`config.mk`:
```
export PLATFORM = sky130hd
export DESIGN_NAME = alu_result_stage_flat
export DESIGN_NICKNAME = d
export VERILOG_FILES = /design/src/rtl/alu_result_stage_if.sv /design/src/rtl/alu_result_stage.sv /design/src/flat_wrapper.sv
export SDC_FILE = /design/constraint.sdc
export NUM_CORES = 1
export LEC_CHECK = 0
export BUFFER_PORTS_ARGS = -buffer_cell sky130_fd_sc_hd__buf_2
export CAP_MARGIN = 30
export CELL_PAD_IN_SITES_DETAIL_PLACEMENT = 0
export CELL_PAD_IN_SITES_GLOBAL_PLACEMENT = 1
export CORE_MARGIN = 8
export CORE_UTILIZATION = 39
export CTS_BUF_LIST = sky130_fd_sc_hd__clkbuf_2 sky130_fd_sc_hd__clkbuf_4 sky130_fd_sc_hd__clkbuf_8
export DETAILED_ROUTE_END_ITERATION = 12
export GPL_TIMING_DRIVEN = 1
export PLACE_DENSITY_LB_ADDON = 0.1
export RECOVER_POWER = 100
export SLEW_MARGIN = 20
export SYNTH_ARGS = -nofsm -noshare
export SYNTH_HDL_FRONTEND = slang
export SYNTH_SLANG_ARGS = --single-unit
```
`constraint.sdc`:
```
create_clock -name clk_in -period 7.7 [get_ports clk_in]
set_input_delay 0.77 -clock clk_in [delete_from_list [all_inputs] [get_ports clk_in]]
set_output_delay 0.77 -clock clk_in [all_outputs]
set_load 0.005 [all_outputs]
```
`src/rtl/alu_result_stage_if.sv`:
```
// Handshake and data bundle between execute, the ALU result stage and writeback.
// master drives the upstream entry and the writeback ready; slave is the stage.
interface alu_result_stage_if #(
  parameter int DATA_WIDTH     = 64,
  parameter int REG_ADDR_WIDTH = 5
);
  logic                      valid_in;
  logic                      ready_out;
  logic [DATA_WIDTH-1:0]     result_in;
  logic                      zeroFlag_in;
  logic [1:0]                branchType_in;
  logic [DATA_WIDTH-1:0]     pc_in;
  logic [DATA_WIDTH-1:0]     offset_in;
  logic                      regWrite_in;
  logic [REG_ADDR_WIDTH-1:0] rdAddr_in;
  logic                      flush_in;
  logic                      ready_in;
  logic                      valid_out;
  logic                      wbEnable_out;
  logic [REG_ADDR_WIDTH-1:0] wbAddr_out;
  logic [DATA_WIDTH-1:0]     wbData_out;
  logic                      branchTaken_out;
  logic [DATA_WIDTH-1:0]     branchTarget_out;

  modport master (
    output valid_in, result_in, zeroFlag_in, branchType_in, pc_in, offset_in,
           regWrite_in, rdAddr_in, flush_in, ready_in,
    input  ready_out, valid_out, wbEnable_out, wbAddr_out, wbData_out,
           branchTaken_out, branchTarget_out
  );

  modport slave (
    input  valid_in, result_in, zeroFlag_in, branchType_in, pc_in, offset_in,
           regWrite_in, rdAddr_in, flush_in, ready_in,
    output ready_out, valid_out, wbEnable_out, wbAddr_out, wbData_out,
           branchTaken_out, branchTarget_out
  );
endinterface

```
`src/rtl/alu_result_stage.sv`:
```
// Two-entry skid buffer after the ALU: resolves branches at accept, drives the
// register-file write port and a one-cycle fetch redirect from the head entry.
module alu_result_stage #(
  parameter int DATA_WIDTH_POW = 6,
  parameter int DATA_WIDTH     = 1 << DATA_WIDTH_POW,
  parameter int REG_ADDR_WIDTH = 5
) (
  input logic               clk_in,
  input logic               reset_in,
  alu_result_stage_if.slave bus
);
  typedef enum logic [1:0] {EMPTY, ONE, TWO} state_t;

  typedef struct packed {
    logic [DATA_WIDTH-1:0]     wbData;
    logic [DATA_WIDTH-1:0]     target;
    logic                      taken;
    logic                      regWrite;
    logic [REG_ADDR_WIDTH-1:0] rd;
  } entry_t;

  state_t stateReg;
  logic   readyReg;
  entry_t mainReg;
  entry_t skidReg;
  entry_t newEntry;
  logic   accept;
  logic   retire;
  logic   squash;

  // Taken, target and writeback value are resolved once at accept time.
  always_comb begin
    newEntry          = '0;
    newEntry.target   = bus.pc_in + bus.offset_in;
    newEntry.regWrite = bus.regWrite_in;
    newEntry.rd       = bus.rdAddr_in;
    newEntry.wbData   = bus.result_in;
    unique case (bus.branchType_in)
      2'd1:    newEntry.taken = bus.zeroFlag_in;
      2'd2:    newEntry.taken = ~bus.zeroFlag_in;
      2'd3: begin
        newEntry.taken  = 1'b1;
        newEntry.wbData = bus.pc_in + DATA_WIDTH'(4);
      end
      default: newEntry.taken = 1'b0;
    endcase
  end

  assign accept = bus.valid_in & readyReg;
  assign retire = (stateReg != EMPTY) & bus.ready_in;
  assign squash = retire & mainReg.taken;

  always_ff @(posedge clk_in or posedge reset_in) begin
    if (reset_in) begin
      stateReg <= EMPTY;
      readyReg <= 1'b1;
      mainReg  <= '0;
      skidReg  <= '0;
    end else if (bus.flush_in || squash) begin
      // Anything younger than a taken branch or a flush is wrong-path.
      stateReg <= EMPTY;
      readyReg <= 1'b1;
    end else begin
      unique case (stateReg)
        EMPTY: begin
          if (accept) begin
            mainReg  <= newEntry;
            stateReg <= ONE;
          end
        end
        ONE: begin
          if (accept && retire) begin
            mainReg <= newEntry;
          end else if (accept) begin
            skidReg  <= newEntry;
            stateReg <= TWO;
            readyReg <= 1'b0;
          end else if (retire) begin
            stateReg <= EMPTY;
          end
        end
        TWO: begin
          if (retire) begin
            mainReg  <= skidReg;
            stateReg <= ONE;
            readyReg <= 1'b1;
          end
        end
        default: begin
          stateReg <= EMPTY;
          readyReg <= 1'b1;
        end
      endcase
    end
  end

  assign bus.ready_out        = readyReg;
  assign bus.valid_out        = (stateReg != EMPTY);
  assign bus.wbEnable_out     = retire & mainReg.regWrite & (mainReg.rd != '0);
  assign bus.wbAddr_out       = mainReg.rd;
  assign bus.wbData_out       = mainReg.wbData;
  assign bus.branchTaken_out  = squash;
  assign bus.branchTarget_out = mainReg.target;
endmodule

```
`src/flat_wrapper.sv`:
```
// flat-port wrapper written by rule: the top's interface ports become plain ports
module alu_result_stage_flat 
#(
  parameter int DATA_WIDTH_POW = 6,
  parameter int DATA_WIDTH     = 1 << DATA_WIDTH_POW,
  parameter int REG_ADDR_WIDTH = 5
)
  (clk_in, reset_in, bus_valid_in, bus_result_in, bus_zeroFlag_in, bus_branchType_in, bus_pc_in, bus_offset_in, bus_regWrite_in, bus_rdAddr_in, bus_flush_in, bus_ready_in, bus_ready_out, bus_valid_out, bus_wbEnable_out, bus_wbAddr_out, bus_wbData_out, bus_branchTaken_out, bus_branchTarget_out);
  alu_result_stage_if #(.DATA_WIDTH(DATA_WIDTH), .REG_ADDR_WIDTH(REG_ADDR_WIDTH)) bus_i ();
  input logic clk_in;
  input logic reset_in;
  input wire logic [$bits(bus_i.valid_in)-1:0] bus_valid_in;
  input wire logic [$bits(bus_i.result_in)-1:0] bus_result_in;
  input wire logic [$bits(bus_i.zeroFlag_in)-1:0] bus_zeroFlag_in;
  input wire logic [$bits(bus_i.branchType_in)-1:0] bus_branchType_in;
  input wire logic [$bits(bus_i.pc_in)-1:0] bus_pc_in;
  input wire logic [$bits(bus_i.offset_in)-1:0] bus_offset_in;
  input wire logic [$bits(bus_i.regWrite_in)-1:0] bus_regWrite_in;
  input wire logic [$bits(bus_i.rdAddr_in)-1:0] bus_rdAddr_in;
  input wire logic [$bits(bus_i.flush_in)-1:0] bus_flush_in;
  input wire logic [$bits(bus_i.ready_in)-1:0] bus_ready_in;
  output wire logic [$bits(bus_i.ready_out)-1:0] bus_ready_out;
  output wire logic [$bits(bus_i.valid_out)-1:0] bus_valid_out;
  output wire logic [$bits(bus_i.wbEnable_out)-1:0] bus_wbEnable_out;
  output wire logic [$bits(bus_i.wbAddr_out)-1:0] bus_wbAddr_out;
  output wire logic [$bits(bus_i.wbData_out)-1:0] bus_wbData_out;
  output wire logic [$bits(bus_i.branchTaken_out)-1:0] bus_branchTaken_out;
  output wire logic [$bits(bus_i.branchTarget_out)-1:0] bus_branchTarget_out;
  assign bus_i.valid_in = bus_valid_in;
  assign bus_i.result_in = bus_result_in;
  assign bus_i.zeroFlag_in = bus_zeroFlag_in;
  assign bus_i.branchType_in = bus_branchType_in;
  assign bus_i.pc_in = bus_pc_in;
  assign bus_i.offset_in = bus_offset_in;
  assign bus_i.regWrite_in = bus_regWrite_in;
  assign bus_i.rdAddr_in = bus_rdAddr_in;
  assign bus_i.flush_in = bus_flush_in;
  assign bus_i.ready_in = bus_ready_in;
  assign bus_ready_out = bus_i.ready_out;
  assign bus_valid_out = bus_i.valid_out;
  assign bus_wbEnable_out = bus_i.wbEnable_out;
  assign bus_wbAddr_out = bus_i.wbAddr_out;
  assign bus_wbData_out = bus_i.wbData_out;
  assign bus_branchTaken_out = bus_i.branchTaken_out;
  assign bus_branchTarget_out = bus_i.branchTarget_out;
  alu_result_stage #(.DATA_WIDTH_POW(DATA_WIDTH_POW), .DATA_WIDTH(DATA_WIDTH), .REG_ADDR_WIDTH(REG_ADDR_WIDTH)) u_core (.clk_in(clk_in), .reset_in(reset_in), .bus(bus_i));
endmodule
```
# Word level (Yosys, flattened, before mapping)
# Cells that the tools add are included.
[totals]
latch_bits = 0
ramBits = 0
mem_bits_ro = 0
ff_bits = 273
memories = 0
[classes]
div_mod_pow = 0
eq_ne = 14
reduce_logical = 10
bitwise_logic = 8
magnitude_cmp = 0
muxes = 18
shift = 0
n_addsub = 2
mul = 0
[op_table]
columns = ["op", "count"]
rows = [
  ["2-to-1 mux 135 bit", 3],
  ["case mux 135 bit (3 select lines)", 1],
  ["adder 64 x 3 -> 64 bit, second input constant", 1],
  ["adder 64 bit", 1],
  ["2-to-1 mux 64 bit", 1],
  ["2-to-1 mux 2 bit", 6],
  ["AND reduction 4 bit", 3],
  ["inequality test 3 x 1 -> 1 bit, second input constant", 3],
  ["inequality test 2 x 1 -> 1 bit, second input constant", 4],
  ["equality test 2 bit, second input constant", 3],
  ["case mux 1 bit (3 select lines)", 2],
  ["case mux 2 bit (3 select lines)", 1],
  ["bitwise AND 1 bit", 5],
  ["AND reduction 5 bit", 1],
  ["nonzero test 5 bit", 1],
  ["equality test 2 x 1 -> 1 bit, second input constant", 2],
  ["2-to-1 mux 1 bit", 4],
  ["inequality test 4 x 1 -> 1 bit, second input constant", 1],
  ["inequality test 3 x 2 -> 1 bit, second input constant", 1],
  ["NOT 1 bit", 3],
  ["nonzero test 3 bit", 1],
  ["zero test 2 bit", 1],
  ["nonzero test 2 bit", 1],
  ["logical AND 1 bit", 1],
  ["logical OR 1 bit", 1],
]

# Logic depth before layout (Yosys ltp)
# Gate-level depths: netlist of the first run.
[logic_depth]
ltp_word = 7
ltp_mapped = 13

# Least setup slack after synthesis of the first run
# Ideal clock, no wire load.
[synth_timing]
path_kind = "input to register"
start = "input port bus_offset_in[0]"
end = "register u_core.mainReg (netlist bit u_core.bus.branchTarget_out[52])"
arrival_time_ns = 3.448
n_path_buf = 0
cell_stages = 13
slack_ns = 4.170
t_required_ns = 7.618
cell_sequence = "ha_1 -> inv_1 -> fa_1 -> nor2b_1 -> o31a_1 -> o31a_1 -> o211ai_1 -> o21ai_1 -> a41oi_1 -> o41ai_2 -> a31oi_1 -> or3_1 -> a31oi_1"
[synth_via]
elab_chain_cells = 3
elab_cells_between_ends = 4
cone_classes = "1 x add/sub; 3 x mux"
[synth_lines]
columns = ["element", "line_no", "rtl"]
rows = [
  ["start, declared", "flat_wrapper.sv:17", "input wire logic [$bits(bus_i.offset_in)-1:0] bus_offset_in;"],
  ["adder 64 bit *", "alu_result_stage.sv:34", "newEntry.target = bus.pc_in + bus.offset_in;"],
  ["2-to-1 mux 135 bit (on tied branches)", "alu_result_stage.sv:72, alu_result_stage.sv:66", ""],
  ["case mux 135 bit (3 select lines) *", "alu_result_stage.sv:64", "unique case (stateReg)"],
  ["end signal, assigned", "alu_result_stage.sv:67", "mainReg <= newEntry;"],
  ["end signal, assigned", "alu_result_stage.sv:73", "mainReg <= newEntry;"],
  ["end signal, assigned", "alu_result_stage.sv:84", "mainReg <= skidReg;"],
  ["end, declared", "alu_result_stage.sv:24", "entry_t mainReg;"],
]
# Mark *: on every way between the ends. The rest lies on a longest branch, timed or not. The select of a mux whose other input is x is not followed.
# A chain may end at the register's enable or synchronous reset.

# Final worst setup path of the first run
[layout_timing]
start = "register u_core.stateReg[0]"
end = "register u_core.mainReg (netlist bit u_core.bus.wbData_out[13])"
[layout_via]
elab_chain_cells = 6
elab_cells_between_ends = 15
cone_classes = "5 x eq/ne; 1 x mux; 3 x bitwise; 6 x reduce/logical"
[layout_lines]
columns = ["element", "line_no", "rtl"]
rows = [
  ["start, declared", "alu_result_stage.sv:22", "state_t stateReg;"],
  ["start signal, assigned", "alu_result_stage.sv:55", "stateReg <= EMPTY;"],
  ["start signal, assigned", "alu_result_stage.sv:61", "stateReg <= EMPTY;"],
  ["start signal, assigned", "alu_result_stage.sv:68", "stateReg <= ONE;"],
  ["nonzero test 2 bit", "alu_result_stage.sv:50", "assign retire = (stateReg != EMPTY) & bus.ready_in;"],
  ["bitwise AND 1 bit", "alu_result_stage.sv:50", ""],
  ["bitwise AND 1 bit", "alu_result_stage.sv:51", "assign squash = retire & mainReg.taken;"],
  ["logical OR 1 bit", "alu_result_stage.sv:59", "end else if (bus.flush_in || squash) begin"],
  ["NOT 1 bit (no line)", "-", ""],
  ["AND reduction 5 bit (no line)", "-", ""],
]
# Parallel ways exist; a longest one is shown, timed or not.

==> results of run 1 <==
==> per-layer routing <==
metal	GRT usage (%)	wire length (um)	vias up
met3	4.99	4060	97
met4	8.92	1950	0
met2	35.2	27900	486
met5	0	0	-
li1	-	-	7439
met1	32.1	28700	7496
==> layout make-up <==
class / count / area [sq um]
inverters: 24 / 93.8
clock buffers: 81 / 996
diodes: 7 / 17.5
flip-flops and latches: 273 / 6830
repair buffers: 359 / 1700
fillers: 4568 / 24500
well taps: 592 / 741
clock inverters: 11 / 155
multi-input cells: 1525 / 9250
==> metrics by stage <==
step           util [%]  instances  total power [mW]  cell area (sq um)
2_1_floorplan         -       2059              3.25              17600
3_5_place_dp       42.4       2771              3.64              18800
4_1_cts            45.0       2863              5.27              19900
6_report           44.6       2872              5.15              19800
5_1_grt            44.6       2871              5.48              19800
3_3_place_gp       42.4       2771              3.61              18800
==> cell usage in the layout, fill, tap and decap left out, types with 42 or more instances in the layout <==
master,Yosys,final
sky130_fd_sc_hd__and3_1,42,42
sky130_fd_sc_hd__clkbuf_1,88,124
sky130_fd_sc_hd__o21ai_0,150,151
sky130_fd_sc_hd__xor2_1,61,61
sky130_fd_sc_hd__nand3_1,67,67
sky130_fd_sc_hd__ha_1,64,64
sky130_fd_sc_hd__nor2_1,171,169
sky130_fd_sc_hd__a21oi_1,111,111
sky130_fd_sc_hd__mux2_2,97,97
sky130_fd_sc_hd__a31oi_1,100,100
sky130_fd_sc_hd__buf_2,3,224
sky130_fd_sc_hd__nand2_1,377,376
sky130_fd_sc_hd__clkbuf_8,0,62
sky130_fd_sc_hd__dfrtp_1,272,272
sky130_fd_sc_hd__xnor2_1,61,61
==> logic make-up after synthesis <==
kind of cell	after synthesis	share of synthesized area [%]
simple gates	759	18.9
compound gates	471	16.1
flops	273	38.9
buf+inv	261	8.49
xor+xnor	122	6.09
mux	108	6.87
fa+ha+maj	65	4.68
==> worst paths after layout <==
| kind | from | to | depth (start not counted) |
|---|---|---|---|
| max reg2reg | u_core.stateReg[0]$_DFFE_PP0P_ | u_core.bus.wbData_out[13]$_DFFE_PP0P_ | 7 |
| min reg2reg | u_core.skidReg[48]$_DFFE_PP0P_ | u_core.skidReg[48]$_DFFE_PP0P_ | 2 |
| max | u_core.stateReg[0]$_DFFE_PP0P_ | u_core.bus.wbData_out[13]$_DFFE_PP0P_ | 7 |
| min in group asynchronous | reset_in | u_core.bus.wbData_out[12]$_DFFE_PP0P_ | 3 |
| max in group asynchronous | reset_in | u_core.skidReg[109]$_DFFE_PP0P_ | 4 |
| min | bus_rdAddr_in[1] | u_core.skidReg[1]$_DFFE_PP0P_ | 2 |
==> sequential cells by signal (all words and copies together) (netlist names) <==
name	flops
u_core.skidReg	135
u_core.bus.branchTarget_out	64
u_core.bus.wbData_out	64
u_core.bus.wbAddr_out	5
u_core.mainReg	2
u_core.stateReg	2
u_core.bus.ready_out	1
==> power by group <==
part,switching (mW),internal [mW]
Sequential,0.276,1.91
Combinational,0.785,0.594
Clock,0.664,0.924
Total,1.73,3.43
==> impl_metrics.py, run 1 <==
metrics = {
    "outcome": {
        "status": "complete, but fails checks",
        "failing_checks": "capacitance limit, slew limit",
    },
    "place": {
        "routability_cong": 0.937,
        "dpl_worst_slack_ps": 3270,
        "buffer_ports.inserted": 342,
        "post-dp-hpwl_um": 46800,
    },
    "drt": {
        "drcViolationCount": 0,
        "wl_per_cell_um": 21.8,
        "detailed_router_s_first_iteration_violation_count": 1140,
        "drt-total-wl_um": 62700,
        "antenna_violating_nets_post_route": 0,
        "routed_via_density": 5.40,
        "routed-via-count": 15518,
        "drt-pass1-iter-count": 5,
    },
    "yosys": {
        "synth_most_common_cell": "sky130_fd_sc_hd__nand2_1",
        "synth_area_leader_cell": "sky130_fd_sc_hd__dfrtp_1",
        "synth_async_sr_flop_share_pct": 100,
        "yosys_warnings": 0,
        "synthCells": 2059,
        "mappedNetlistArea_sq_um": 17500,
        "yosysTopAreaCellShare_pct": 38.8,
        "syn_avg_cell_area_sq_um": 8.52,
        "ys_dominant_reg_cell": "sky130_fd_sc_hd__dfrtp_1",
        "synth_edf_count": 0,
        "synth_area_leaders": "sky130_fd_sc_hd__dfrtp_1 (39%), sky130_fd_sc_hd__nand2_1 (8.1%), sky130_fd_sc_hd__mux2_2 (6.2%)",
        "yosys_register_bits": 273,
        "distinct_cell_type_count_of_the_synthesized_netlist": 65,
        "synth.cells.most_frequent": "sky130_fd_sc_hd__nand2_1 (377), sky130_fd_sc_hd__dfrtp_1 (272), sky130_fd_sc_hd__nor2_1 (171), sky130_fd_sc_hd__o21ai_0 (150), sky130_fd_sc_hd__buf_4 (133)",
        "postSynthNetCount": 2330,
        "sequential_fraction_of_the_synthesis_area_pct": 38.9,
    },
    "clock_tree": {
        "cts_tree": "done",
        "cts.reportedPaths.clkPinSlew_ps": 60,
        "numCtsBuffers": 52,
        "ctsHoldBuffers": 0,
        "post_cts_resize_count": 0,
        "root_driver": "sky130_fd_sc_hd__clkbuf_8",
        "clockBufferDepth": 3,
        "clock_sinks": 273,
        "post_cts_buffers": 0,
        "h-tree-depth": 2,
        "worst_skew_late_latency_ps": 650,
    },
    "die": {
        "fp.dieArea_sq_um": 52000,
        "die_h_um": 228,
        "placeableCoreArea_sq_um": 44300,
        "die_w_um": 228,
        "ios": 343,
        "core.rowCount": 77,
        "initial_utilization_pct": 39.6,
    },
    "timing": {
        "final.setup.tns_ps": 0,
        "setup_violations": 0,
        "post-route-period-util_pct": 65.4,
        "fmax_mhz": 199,
        "hold_ws_ps": 374,
        "final_hold_viol_count": 0,
        "skew_ps": 33.2,
        "min_period_ps": 5030,
        "setup_ws_ps": 2670,
        "worst_slew_margin_rel_pct": -150,
        "timing_worst_slew_pin_value_ps": 3750,
        "grt_setup_unrepaired": "no",
        "max_slew_violations": 445,
    },
    "setup_path": {
        "timing.critical_path.buf_inv": 2,
        "timing.critical_path.to_type": "flip-flop",
        "crit_required_ps": 8130,
        "rrSetupSlack_ps": 2670,
        "arrival_ps": 5460,
        "crit_path_cell_trace": "nand2b_1, nor2_1, a31oi_1, nor2_4, buf_4, clkbuf_2, a31oi_1",
        "worst-setup-path-type": "reg -> reg",
        "critical-path-top-cell-by-count": "sky130_fd_sc_hd__a31oi_1",
        "cpMaxStageDelayCell": "sky130_fd_sc_hd__clkbuf_2",
        "cp_max_fo": 83,
        "critical_path.max_stage_delay_ps": 1380,
        "critical_path.top_delay_family": "buffers and inverters",
        "worst_setup_start_kind": "flip-flop",
    },
    "global_routing": {
        "grt_pass1_vias": 15334,
        "total_congestion_overflow_after_global_routing": 0,
        "antenna_found_initial": 7,
        "grt_start_max_net_pins": 145,
        "grt_pass1_wl_um": 94700,
        "grt_util_all_layers_pct": 23.2,
    },
    "min_path": {
        "hold_class": "in -> reg",
    },
    "power_and_ir_drop": {
        "cellPowerDensity_nw_per_um2": 261,
        "peakVddDrop_uv": 148,
        "power.static_leakage_nw": 8.99,
    },
    "finish": {
        "layout-area-overhead-vs-synth_pct": 12.7,
        "layout-drive-gt1-share_pct": 19.6,
        "nets": 2506,
    },
    "job": {
        "max_cap_violations": 6,
    },
}
No activity file was read; power rests on OpenSTA's default activity.
==> run 2, diff against run 1 <==
ABC_AREA = 1   (was default)
CORE_UTILIZATION = 41   (was 39)
clock period = 5 ns   (was 7.7 ns; I/O delays follow)
==> run 2 against run 1 <==
- the flow still finishes with violations (capacitance limit, slew limit)
- clock power up 55%
- non-clock buffer count down 3
- first-iteration DRC count up 46%
- global-route usage up 5.7 points
- synthesized cell count up 65%
- clock skew up 14 ps
- critical path type unchanged
- critical endpoint is now u_core.skidReg[56]$_DFFE_PP0P_
- largest power group unchanged
==> impl_metrics.py, run 2 <==
metrics = {
    "outcome": {
        "status": "complete, but fails checks",
        "failing_checks": "capacitance limit, slew limit",
    },
    "drt": {
        "routed-via-count": 21541,
        "detailed_router_s_first_iteration_violation_count": 1665,
        "drt-pass1-iter-count": 7,
        "antenna_violating_nets_post_route": 0,
        "routed_via_density": 5.03,
        "wl_per_cell_um": 20.3,
        "drt-total-wl_um": 87000,
        "drcViolationCount": 0,
    },
    "global_routing": {
        "total_congestion_overflow_after_global_routing": 0,
        "grt.busiest_layer": "met2",
        "antenna_found_initial": 3,
        "gr-usage-met1_pct": 36.5,
        "grt_pass1_wl_um": 131000,
        "global_route.usage.met3_pct": 5.18,
        "met2_usage_pct": 49.2,
        "grt_pass1_vias": 21416,
        "grt_start_max_net_pins": 140,
        "grt_util_all_layers_pct": 28.9,
    },
    "clock_tree": {
        "numCtsBuffers": 50,
        "clock_sinks": 273,
        "h-tree-depth": 2,
        "root_driver": "sky130_fd_sc_hd__clkbuf_8",
        "cts_tree": "done",
        "post_cts_resize_count": 0,
        "ctsHoldBuffers": 0,
        "clockBufferDepth": 3,
        "post_cts_buffers": 0,
        "cts.reportedPaths.clkPinSlew_ps": 70,
        "worst_skew_late_latency_ps": 650,
    },
    "setup_path": {
        "r2r-end": "u_core.skidReg[56]$_DFFE_PP0P_",
        "timing.critical_path.to_type": "flip-flop",
        "worst-setup-path-type": "reg -> reg",
        "crit_required_ps": 5550,
        "rrSetupSlack_ps": 1300,
        "worst_setup_start_kind": "flip-flop",
        "arrival_ps": 4240,
        "r2r.worst_path.cells": 10,
        "cp_max_fo": 54,
        "crit-reg2reg-launch": "u_core.stateReg[0]$_DFFE_PP0P_",
    },
    "die": {
        "placeableCoreArea_sq_um": 51000,
        "ios": 343,
        "initial_utilization_pct": 41.2,
        "die_w_um": 242,
        "die_h_um": 242,
        "core.rowCount": 83,
        "fp.dieArea_sq_um": 58700,
    },
    "power_and_ir_drop": {
        "share_clk_of_total_power_pct": 25.4,
        "switching_power_mw": 3.79,
        "peakVddDrop_uv": 262,
        "power.internal_mw": 5.90,
        "p_seq_share_pct": 40.2,
        "cellPowerDensity_nw_per_um2": 416,
        "share_comb_of_total_power_pct": 34.4,
        "power.switching_fraction_pct": 39.1,
        "power.static_leakage_nw": 13.3,
    },
    "place": {
        "routability_cong": 0.985,
        "numPlacedInstances": 4194,
        "buffer_ports.inserted": 342,
        "post-dp-hpwl_um": 70400,
    },
    "finish": {
        "layout-drive-gt1-share_pct": 10.3,
        "layout-area-overhead-vs-synth_pct": 11.0,
        "commonest_non_fill_non_tap_cell_in_the_layout": "sky130_fd_sc_hd__nand2_1",
        "nets": 3837,
        "regMostFlops": "u_core.skidReg",
        "finish.cell_count_without_fillers": 4286,
        "most_used_cells_in_the_layout_excluding_fill_and_tap_cells": "sky130_fd_sc_hd__nand2_1 (1383), sky130_fd_sc_hd__inv_1 (456), sky130_fd_sc_hd__nor2_1 (320)",
        "filler_cell_count": 5604,
        "largest_register_ffs": 135,
    },
    "timing": {
        "post-route-period-util_pct": 73.9,
        "skew_ps": 46.7,
        "min_period_ps": 3700,
        "max_slew_violations": 205,
        "final.setup.tns_ps": 0,
        "grt_setup_unrepaired": "no",
        "timing_worst_slew_pin_value_ps": 3410,
        "fmax_mhz": 271,
        "final_hold_viol_count": 0,
        "setup_violations": 0,
        "worst_slew_margin_rel_pct": -127,
    },
    "yosys": {
        "synth_area_leaders": "sky130_fd_sc_hd__dfrtp_1 (32%), sky130_fd_sc_hd__nand2_1 (25%), sky130_fd_sc_hd__inv_1 (8.2%)",
        "synth_edf_count": 0,
        "sequential_fraction_of_the_synthesis_area_pct": 32.5,
        "synth_async_sr_flop_share_pct": 100,
        "synth.cells.most_frequent": "sky130_fd_sc_hd__nand2_1 (1383), sky130_fd_sc_hd__inv_1 (457), sky130_fd_sc_hd__nor2_1 (318), sky130_fd_sc_hd__dfrtp_1 (272), sky130_fd_sc_hd__o21ai_0 (169)",
        "synthCells": 3390,
        "postSynthNetCount": 3661,
        "yosysTopAreaCellShare_pct": 32.4,
        "yosys_register_bits": 273,
        "synth_most_common_cell": "sky130_fd_sc_hd__nand2_1",
        "syn_avg_cell_area_sq_um": 6.20,
        "synth_area_leader_cell": "sky130_fd_sc_hd__dfrtp_1",
        "ys_dominant_reg_cell": "sky130_fd_sc_hd__dfrtp_1",
        "mappedNetlistArea_sq_um": 21000,
        "distinct_cell_type_count_of_the_synthesized_netlist": 42,
        "yosys_warnings": 0,
    },
    "min_path": {
        "whs_path_depth": 3,
        "hold_class": "in -> reg",
        "worst_hold_startpoint": "bus_rdAddr_in[0]",
        "holdPathEnd": "u_core.skidReg[0]$_DFFE_PP0P_",
    },
    "job": {
        "max_cap_violations": 2,
    },
}
run 2: metal layers:
| metal | share of wire [%] | up-vias |
|---|---|---|
| li1 | - | 10642 |
| met4 | 3.3 | 0 |
| met1 | 43 | 10138 |
| met3 | 5.8 | 126 |
| met2 | 48 | 635 |
| met5 | 0 | - |
run 2: area by class of cell:
cell class	instances	area, sq um	area share [%]
diodes	3	7.51	0.0322
inverters	461	1740	7.46
clock inverters	12	161	0.692
flip-flops and latches	273	6830	29.3
multi-input cells	2424	11000	47.2
repair buffers	356	1720	7.39
clock buffers	77	997	4.28
well taps	680	851	3.65
run 2: power by group through the flow:
stage                     Combinational [mW]  Sequential [mW]  Clock, mW
after floorplan                         2.76             3.69          0
after global placement                  3.40             3.87          0
after detailed placement                3.45             3.92          0
after CTS                               3.47             3.89       2.52
after global routing                    3.78             4.01       2.62
final                                   3.33             3.90       2.46
run 2: stage by stage:
step / area [sq um] / setup WS (ps) / util (%) / hold WS [ps] / total power [mW]
after floorplan: 21000 / 891 / - / 444 / 6.44
after global placement: 22300 / 1790 / 43.8 / 457 / 7.27
final: 23300 / 1300 / 45.7 / 90.9 / 9.69
after global routing: 23300 / 961 / 45.7 / 71.6 / 10.4
after CTS: 23500 / 2070 / 46.1 / 33.7 / 9.88
after detailed placement: 22300 / 1800 / 43.8 / 461 / 7.37
run 2: worst max-delay path by stage:
stage	startpoint	to	slack [ps]	depth (start not counted)
after floorplan	reset_in	u_core.bus.branchTarget_out[0]$_DFFE_PP0P_	890	1
after global placement	bus_pc_in[0]	u_core.bus.branchTarget_out[24]$_DFFE_PP0P_	1790	15
after detailed placement	bus_pc_in[0]	u_core.bus.branchTarget_out[24]$_DFFE_PP0P_	1800	15
after CTS	u_core.stateReg[0]$_DFFE_PP0P_	u_core.skidReg[56]$_DFFE_PP0P_	2070	10
after global routing	u_core.stateReg[0]$_DFFE_PP0P_	u_core.skidReg[40]$_DFFE_PP0P_	960	10
final	u_core.stateReg[0]$_DFFE_PP0P_	u_core.skidReg[56]$_DFFE_PP0P_	1300	10
run 2: worst max-delay path, cell delays in order (launching register included):
cell and delay, ps:
sky130_fd_sc_hd__dfrtp_1 440, sky130_fd_sc_hd__nor2_1 190, sky130_fd_sc_hd__nor2_1 130, sky130_fd_sc_hd__nand2_2 100
sky130_fd_sc_hd__nand4_1 100, sky130_fd_sc_hd__nor2_1 140, sky130_fd_sc_hd__nand2_1 770, sky130_fd_sc_hd__inv_2 1110
sky130_fd_sc_hd__buf_12 330, sky130_fd_sc_hd__nand2_1 140, sky130_fd_sc_hd__nand2_1 80
run 2: cell families (layout without fill, tap and decap cells):
family | after synthesis | in the layout | synth area share, %
AND/OR/NAND/NOR | 1930 | 1930 | 36.2
buffers and inverters | 693 | 906 | 15.1
AO/OA/AOI/OAI | 354 | 354 | 9.08
flip-flops | 273 | 273 | 32.5
XOR/XNOR | 66 | 66 | 2.75
adder cells (fa/ha/maj) | 65 | 65 | 3.91
multiplexers | 9 | 9 | 0.435
other | 0 | 3 | 0
==> run 3, diff against run 2 <==
clock period = 3.52 ns   (was 5 ns; I/O delays follow)
==> run 3 against run 2 <==
- the flow now finishes without violations
- critical path type is now in -> reg
- core utilization rose by 0.55 points
- final area up 1.2%
- global-route usage grew 1.5 points
- die area unchanged
==> impl_metrics.py, run 3 (synthesized netlist as in run 2, its figures left out) <==
metrics = {
    "drt": {
        "wl_per_cell_um": 21.4,
        "drt-pass1-iter-count": 7,
        "drcViolationCount": 0,
        "drt-total-wl_um": 92500,
        "antenna_violating_nets_post_route": 0,
        "routed_via_density": 5.11,
        "detailed_router_s_first_iteration_violation_count": 1930,
        "routed-via-count": 22067,
    },
    "outcome": {
        "status": "finished, final reports clean",
    },
    "setup_path": {
        "rrSetupSlack_ps": 650,
        "critPathLaunch": "bus_pc_in[2]",
        "cp_max_fo": 8,
        "worst_setup_start_kind": "input pin",
        "arrival_ps": 3430,
        "timing.critical_path.to_type": "flip-flop",
        "cpMaxStageDelayCell": "sky130_fd_sc_hd__xor2_1",
        "r2r.worst_path.cells": 12,
        "r2r-end": "u_core.bus.wbData_out[18]$_DFFE_PP0P_",
        "crit_path_cell_trace": "clkbuf_1, ha_1, nand2_1, nor2_1, nand2_1, inv_1, nand3_1, xor2_1, o21ai_0, nand2_1, nand2_1",
        "cp-endpoint": "u_core.skidReg[83]$_DFFE_PP0P_",
        "critical-path-top-cell-by-count": "sky130_fd_sc_hd__nand2_1",
        "critical_path.max_stage_delay_ps": 710,
        "crit_required_ps": 4050,
        "crit-reg2reg-launch": "u_core.stateReg[0]$_DFFE_PP0P_",
        "worst-setup-path-type": "in -> reg",
    },
    "timing": {
        "setup_violations": 0,
        "fmax_mhz": 344,
        "worst_slew_margin_rel_pct": 2.32,
        "skew_ps": 30.3,
        "timing_worst_slew_pin_value_ps": 1470,
        "grt_setup_unrepaired": "no",
        "min_period_ps": 2900,
        "max_slew_violations": 0,
        "post-route-period-util_pct": 82.5,
        "final_hold_viol_count": 0,
    },
    "place": {
        "routability_cong": 1.04,
        "post-dp-hpwl_um": 74900,
        "numPlacedInstances": 4211,
        "buffer_ports.inserted": 342,
    },
    "finish": {
        "filler_cell_count": 5578,
        "nets": 3865,
        "finalCoreUtilization_pct": 46.3,
        "layout-drive-gt1-share_pct": 10.5,
        "layout-area-overhead-vs-synth_pct": 12.3,
        "regMostFlops": "u_core.skidReg",
        "finish.cell_count_without_fillers": 4316,
        "ff_latch_area_sq_um": 6830,
        "most_used_cells_in_the_layout_excluding_fill_and_tap_cells": "sky130_fd_sc_hd__nand2_1 (1382), sky130_fd_sc_hd__inv_1 (456), sky130_fd_sc_hd__nor2_1 (322)",
        "largest_register_ffs": 135,
        "area_of_the_multi_input_gates_sq_um": 11000,
        "antenna_cells": 0,
        "commonest_non_fill_non_tap_cell_in_the_layout": "sky130_fd_sc_hd__nand2_1",
    },
    "clock_tree": {
        "worst_skew_late_latency_ps": 640,
        "ctsHoldBuffers": 8,
        "post_cts_buffers": 0,
        "root_driver": "sky130_fd_sc_hd__clkbuf_8",
        "numCtsBuffers": 52,
        "clockBufferDepth": 3,
        "post_cts_resize_count": 0,
        "cts_tree": "done",
        "h-tree-depth": 2,
        "cts.reportedPaths.clkPinSlew_ps": 70,
        "clock_sinks": 273,
    },
    "global_routing": {
        "grt_pass1_vias": 21529,
        "grt_pass1_wl_um": 136000,
        "grt_start_max_net_pins": 172,
        "antenna_found_initial": 0,
        "grt_util_all_layers_pct": 30.4,
        "grt.busiest_layer": "met2",
        "global_route.usage.met3_pct": 4.73,
        "total_congestion_overflow_after_global_routing": 0,
        "gr-usage-met1_pct": 38.8,
        "met2_usage_pct": 50.5,
    },
    "power_and_ir_drop": {
        "peakVddDrop_uv": 352,
        "power.static_leakage_nw": 13.4,
        "cellPowerDensity_nw_per_um2": 591,
        "fin_total_pwr_mw": 14.0,
    },
    "die": {
        "die_h_um": 242,
        "placeableCoreArea_sq_um": 51000,
        "initial_utilization_pct": 41.2,
        "fp.dieArea_sq_um": 58700,
        "die_w_um": 242,
        "ios": 343,
        "core.rowCount": 83,
    },
    "min_path": {
        "hold_class": "in -> reg",
    },
    "job": {
        "max_cap_violations": 0,
    },
}
## run 3: cell count changes in the layout (fill, tap and decap cells not counted), moves of 4 or more
cell / delta
sky130_fd_sc_hd__clkbuf_1: +13
sky130_fd_sc_hd__buf_2: -5
sky130_fd_sc_hd__buf_12: +5
sky130_fd_sc_hd__clkinvlp_4: +4
sky130_fd_sc_hd__buf_4: +4
sky130_fd_sc_hd__dlygate4sd3_1: +8
## run 3: worst min path at each step
stage	cells after the start	from	to	slack, ps
after floorplan	2	u_core.skidReg[120]$_DFFE_PP0P_	u_core.skidReg[120]$_DFFE_PP0P_	440
after global placement	2	u_core.skidReg[76]$_DFFE_PP0P_	u_core.skidReg[76]$_DFFE_PP0P_	460
after detailed placement	2	u_core.skidReg[120]$_DFFE_PP0P_	u_core.skidReg[120]$_DFFE_PP0P_	460
after CTS	5	bus_result_in[35]	u_core.skidReg[106]$_DFFE_PP0P_	10
after global routing	5	bus_result_in[51]	u_core.bus.wbData_out[51]$_DFFE_PP0P_	50
final	5	bus_result_in[43]	u_core.skidReg[114]$_DFFE_PP0P_	40
## run 3: stage by stage
step	setup slack (ps)	TNS (ps)	hold slack, ps	instance area (sq um)
2_1_floorplan	-441	-119840	444	21000
3_3_place_gp	301	0	458	22500
3_5_place_dp	402	0	460	22500
4_1_cts	1060	0	14.9	23800
5_1_grt	445	0	45.2	23600
6_report	616	0	42.6	23600
## run 3: power by group
group	leakage, nW	switching, mW	total [mW]	internal, mW
registers	3.34	0.954	5.59	4.63
clock network	0.611	1.51	3.55	2.04
logic	9.46	3.07	4.82	1.75
## run 3: final cells by class
class | instances | share of cell area [%]
clock inverter | 15 | 0.642
inverter | 461 | 7.37
multi-input combinational | 2424 | 46.6
sequential | 273 | 29.0
clock buffer | 81 | 4.41
tap | 680 | 3.61
timing repair buffer | 382 | 8.41
## run 3: critical path: cells and delay by family
kind            cells  cell delay, ps
simple gates        6            1060
fa+ha+maj           1             370
compound gates      1             260
buf+inv             2             690
xor+xnor            1             710
## run 3: per-layer routing
| metal | vias up | wire length [um] |
|---|---|---|
| li1 | 10703 | - |
| met1 | 10427 | 39300 |
| met2 | 799 | 42700 |
| met3 | 138 | 6090 |
| met4 | 0 | 4350 |
| met5 | - | 0 |
